[src/rtl/regfile_wb_arbiter_pkg.sv]
// Shared widths and requester encodings for the register-file writeback arbiter.
package regfile_wb_arbiter_pkg;

  localparam int WB_DATA_WIDTH    = 32;
  localparam int WB_REGADDR_WIDTH = 5;

  typedef enum logic {
    GRANT_ALU = 1'b0,
    GRANT_MEM = 1'b1
  } grant_e;

endpackage

[src/rtl/wb_rr_arbiter.sv]
// Two-input round-robin grant logic; remembers which requester won the last accept.
module wb_rr_arbiter
  import regfile_wb_arbiter_pkg::*;
(
  input  logic i_clk,
  input  logic i_reset,
  input  logic i_req_alu,
  input  logic i_req_mem,
  output logic o_gnt_alu,
  output logic o_gnt_mem
);

  grant_e r_last_grant;
  grant_e w_next_grant;

  always_ff @(posedge i_clk or posedge i_reset) begin
    if (i_reset) r_last_grant <= GRANT_MEM;
    else         r_last_grant <= w_next_grant;
  end

  // A grant is always an accept, since grants only go to requesters that are valid.
  always_comb begin
    o_gnt_alu    = 1'b0;
    o_gnt_mem    = 1'b0;
    w_next_grant = r_last_grant;
    if (!i_reset) begin
      if (i_req_alu && (!i_req_mem || r_last_grant == GRANT_MEM)) begin
        o_gnt_alu    = 1'b1;
        w_next_grant = GRANT_ALU;
      end else if (i_req_mem) begin
        o_gnt_mem    = 1'b1;
        w_next_grant = GRANT_MEM;
      end
    end
  end

endmodule

[src/rtl/regfile_wb_arbiter.sv]
// Writeback arbiter: picks one of ALU/load results per cycle, registers the write,
// and tracks pending destination registers plus a committed-write counter.
module regfile_wb_arbiter
  import regfile_wb_arbiter_pkg::*;
#(
  parameter int DATA_WIDTH    = WB_DATA_WIDTH,
  parameter int REGADDR_WIDTH = WB_REGADDR_WIDTH
) (
  input  logic                        i_clk,
  input  logic                        i_reset,
  input  logic                        i_alu_valid,
  input  logic [REGADDR_WIDTH-1:0]    i_alu_rd,
  input  logic [DATA_WIDTH-1:0]       i_alu_data,
  output logic                        o_alu_ready,
  input  logic                        i_mem_valid,
  input  logic [REGADDR_WIDTH-1:0]    i_mem_rd,
  input  logic [DATA_WIDTH-1:0]       i_mem_data,
  output logic                        o_mem_ready,
  input  logic                        i_issue_valid,
  input  logic [REGADDR_WIDTH-1:0]    i_issue_rd,
  output logic [DATA_WIDTH-1:0]       o_wb_data,
  output logic [REGADDR_WIDTH-1:0]    o_wb_select,
  output logic                        o_wb_enable,
  output logic [2**REGADDR_WIDTH-1:0] o_busy_mask,
  output logic [15:0]                 o_wb_count
);

  localparam int NUM_REGS = 2**REGADDR_WIDTH;

  logic                     w_gnt_alu;
  logic                     w_gnt_mem;
  logic                     w_accept;
  logic [REGADDR_WIDTH-1:0] w_rd;
  logic [DATA_WIDTH-1:0]    w_data;
  logic [NUM_REGS-1:0]      w_busy_set;
  logic [NUM_REGS-1:0]      w_busy_clr;
  logic [NUM_REGS-1:0]      w_busy_next;

  logic                     r_wb_enable;
  logic [REGADDR_WIDTH-1:0] r_wb_select;
  logic [DATA_WIDTH-1:0]    r_wb_data;
  logic [NUM_REGS-1:0]      r_busy_mask;
  logic [15:0]              r_wb_count;

  wb_rr_arbiter u_arb (
    .i_clk     (i_clk),
    .i_reset   (i_reset),
    .i_req_alu (i_alu_valid),
    .i_req_mem (i_mem_valid),
    .o_gnt_alu (w_gnt_alu),
    .o_gnt_mem (w_gnt_mem)
  );

  assign o_alu_ready = w_gnt_alu;
  assign o_mem_ready = w_gnt_mem;
  assign w_accept    = w_gnt_alu | w_gnt_mem;
  assign w_rd        = w_gnt_alu ? i_alu_rd   : i_mem_rd;
  assign w_data      = w_gnt_alu ? i_alu_data : i_mem_data;

  // Set beats clear when issue and commit hit the same bit; x0 never goes busy.
  assign w_busy_set  = (i_issue_valid && i_issue_rd != '0) ? (NUM_REGS'(1) << i_issue_rd) : '0;
  assign w_busy_clr  = r_wb_enable ? (NUM_REGS'(1) << r_wb_select) : '0;
  assign w_busy_next = ((r_busy_mask & ~w_busy_clr) | w_busy_set) & ~NUM_REGS'(1);

  // Writes to x0 are consumed without touching the write port registers.
  always_ff @(posedge i_clk or posedge i_reset) begin
    if (i_reset) begin
      r_wb_enable <= 1'b0;
      r_wb_select <= '0;
      r_wb_data   <= '0;
      r_busy_mask <= '0;
      r_wb_count  <= '0;
    end else begin
      r_wb_enable <= w_accept && (w_rd != '0);
      if (w_accept && (w_rd != '0)) begin
        r_wb_select <= w_rd;
        r_wb_data   <= w_data;
      end
      r_busy_mask <= w_busy_next;
      if (r_wb_enable) r_wb_count <= r_wb_count + 16'd1;
    end
  end

  assign o_wb_enable = r_wb_enable;
  assign o_wb_select = r_wb_select;
  assign o_wb_data   = r_wb_data;
  assign o_busy_mask = r_busy_mask;
  assign o_wb_count  = r_wb_count;

endmodule

[config.mk]
export PLATFORM = sky130hd
export DESIGN_NAME = regfile_wb_arbiter
export DESIGN_NICKNAME = d
export VERILOG_FILES = /design/src/rtl/regfile_wb_arbiter_pkg.sv /design/src/rtl/wb_rr_arbiter.sv /design/src/rtl/regfile_wb_arbiter.sv
export SDC_FILE = /design/constraint.sdc
export NUM_CORES = 1
export LEC_CHECK = 0
export CAP_MARGIN = 20
export CORE_UTILIZATION = 36
export DETAILED_ROUTE_END_ITERATION = 16
export PLACE_DENSITY = 0.77
export SYNTH_ARGS = -nofsm -noshare
export SYNTH_HDL_FRONTEND = slang
export SYNTH_HIERARCHICAL = 1
export SYNTH_SLANG_ARGS = --single-unit
[constraint.sdc]
create_clock -name i_clk -period 3.62 [get_ports i_clk]
set_input_delay 0.724 -clock i_clk [delete_from_list [all_inputs] [get_ports i_clk]]
set_output_delay 0.724 -clock i_clk [all_outputs]
set_load 0.05 [all_outputs]
==> impl_metrics.ini <==
[critical_path]
arrival_ns = 1.99
critPathKind = input port to output port
crit_path_end_kind = output port
worst_ep_required_time_ns = 2.90
rrSetupSlack_ns = 1.56
cp_max_fo = 5
startpoint_type = input port

[flow_run]
drv_cap = 0

[die]
io_pins = 172
die_area_sq_um = 11400
die_y_um = 107
core_area_sq_um = 10500
start_util = 0.377
placementRows = 37
fp.dieW_um = 107

[synth]
synth_edf_count = 0
synth-async-reset-ratio = 1.00
ys.flop_type = dfrtp_1
syn_area_sq_um = 3940
synth_nets = 454
ys_ff_latch = 86
ys_seq_area_frac = 0.547
ys_warn_count = 6
netlist_instances = 369
synth_area_per_cell_sq_um = 10.7
ys_types = 39

[routing]
dr_total_vias = 3620
first_pass_iters = 4
wl_per_cell_um = 16.5
via_per_inst = 5.31
drt-initial-drc-count = 142
drc = 0
ant_nets = 0
finalWirelength_um = 11300

[clock_network]
clock_path_buffers = 2
cts_sinks = 86
cts_tree = built
cts_setup_buffers = 0
path_clk_slew_ns = 0.09
cts.htree.levels = 3
insertion_delay_ns = 0.36
ctsHoldBuffers = 0
cts_root_buf = clkbuf_8
cts_resized = 0
cts_buffers = 9

[timing]
fmax_mhz = 369
period_share = 0.749
min_period_ns = 2.71
worstMarginPinSlew_ns = 0.771
finalMaxSlewViolations = 0
fin_tns_setup_ns = 0
hold_viol_final = 0
clock_skew_ns = 0.0135
setup_viol = 0
maxSlewHeadroom = 0.485
rsz0062_at_grt = false

[placed_design]
gp_congestion = 0.857
dp_hpwl_um = 8510
place_inst = 666
place_area_sq_um = 5740
io_buffers = 170

[outcome]
status = complete, no violations

[min_path]
hp-class = flop to flop

[finish]
syn2layout_area_growth_pct = 50.2
diodes = 0
fillers = 965
drive_gt1_frac = 0.126
finalNetCount = 626
stdcell_area_sq_um = 5920
stdcell_count = 682

[grt]
grt_pass1_wl_um = 18400
grt_overflow = 0
antenna_found_initial = 0
grt_max_degree = 46
grt_pass1_vias = 3790
track_usage = 0.206

[power]
leakage_uw = 0.00226
p_total_uw = 4190
p_per_area_nw_per_um2 = 707
ir_worst_vdd_v = 0.000480
[per-stage QoR]
stage | setup WS (ns) | util | hold slack [ns]
CTS | 0.915 | 0.566 | 0.486
global route | 0.841 | 0.566 | 0.495
floorplan | 0.662 | - | 0.492
detailed placement | 0.626 | 0.549 | 0.468
finish | 0.910 | 0.566 | 0.481
global placement | 0.745 | 0.549 | 0.461
[area by class of cell]
type | instances | area, sq um | share of cell area
well taps | 136 | 170 | 0.0287
flip-flops and latches | 86 | 2150 | 0.364
inverters | 4 | 16.3 | 0.00275
repair buffers | 177 | 1790 | 0.302
clock buffers | 11 | 141 | 0.0239
multi-input cells | 263 | 1620 | 0.273
clock inverters | 5 | 35.0 | 0.00592
[sequential cells by signal, indices dropped and copies added, names as in the netlist]
register and cells:
u_arb/r_last_grant 1, o_wb_enable 1, o_wb_select 5, o_wb_count 16
o_wb_data 32, o_busy_mask 31
[power breakdown]
group | leakage [uW] | internal, uW | switching, uW
logic | 0.00120 | 721 | 1380
clock network | 0.0000893 | 269 | 353
registers | 0.000969 | 1240 | 227
total | 0.00226 | 2220 | 1960
[worst max-delay path, cell delays in order]
cell	delay [ns]
clkdlybuf4s50_1	0.49
nand2b_1	0.20
a21oi_1	0.30
buf_4	0.28
[worst paths after layout]
check                      cells after the start            endpoint                from
min reg2reg                                    1      o_wb_count[15]      o_wb_count[15]
max reg2reg                                    8       o_wb_data[31]  u_arb/r_last_grant
min in group asynchronous                      2  u_arb/r_last_grant             i_reset
max                                            4         o_mem_ready             i_reset
max in group asynchronous                      3        o_wb_data[6]             i_reset
min                                            1      o_wb_count[15]      o_wb_count[15]
[layout by cell type, fill, tap and decap left out, types with 4 or more instances in the layout]
cell type	n
buf_4	6
clkbuf_8	10
clkdlybuf4s50_1	168
dfrtp_1	85
nand2_1	17
nand2b_1	5
nand3_1	10
nand4_1	7
nor2_1	40
nor3_1	7
nor3_2	30
o21ai_0	62
o22ai_1	35
or2_2	4
xnor2_1	9
xor2_1	6
[synthesized netlist by cell type, types with 3 or more instances]
master,n,area (sq um)
a21oi_1,3,15.0
buf_4,4,30.0
buf_6,11,124
dfrtp_1,85,2130
inv_1,4,15.0
nand2_1,17,63.8
nand2b_1,5,31.3
nand3_1,10,50.1
nand4_1,7,43.8
nor2_1,40,150
nor2b_1,3,18.8
nor3_1,7,35.0
nor3_2,30,300
o21ai_0,62,310
o22ai_1,35,219
or2_2,4,25.0
xnor2_1,9,78.8
xor2_1,6,52.6
[per-layer routing]
metal	vias up	global-route usage	routed length (um)	part of all wire
li1	1673	-	-	-
met1	1753	0.249	4640	0.41
met2	178	0.355	5590	0.50
met3	16	0.0559	898	0.080
met4	0	0.0675	153	0.014
met5	-	0	0	0
[kinds of logic (layout without fill, tap and decap cells)]
kind of cell               after synthesis  in the layout  share of synthesized area
xor gates and xnor gates                15             15                     0.0333
and+or+nand+nor                        137            137                      0.211
buffers and inverters                   20            197                     0.0438
adders and majority gates                1              1                    0.00318
muxes                                    2              2                    0.00540
DFF                                     86             86                      0.547
AOI/OAI and AO/OA                      107            107                      0.156
other                                    1              1                   0.000952
Note: power is estimated with default switching activity, not from simulation.
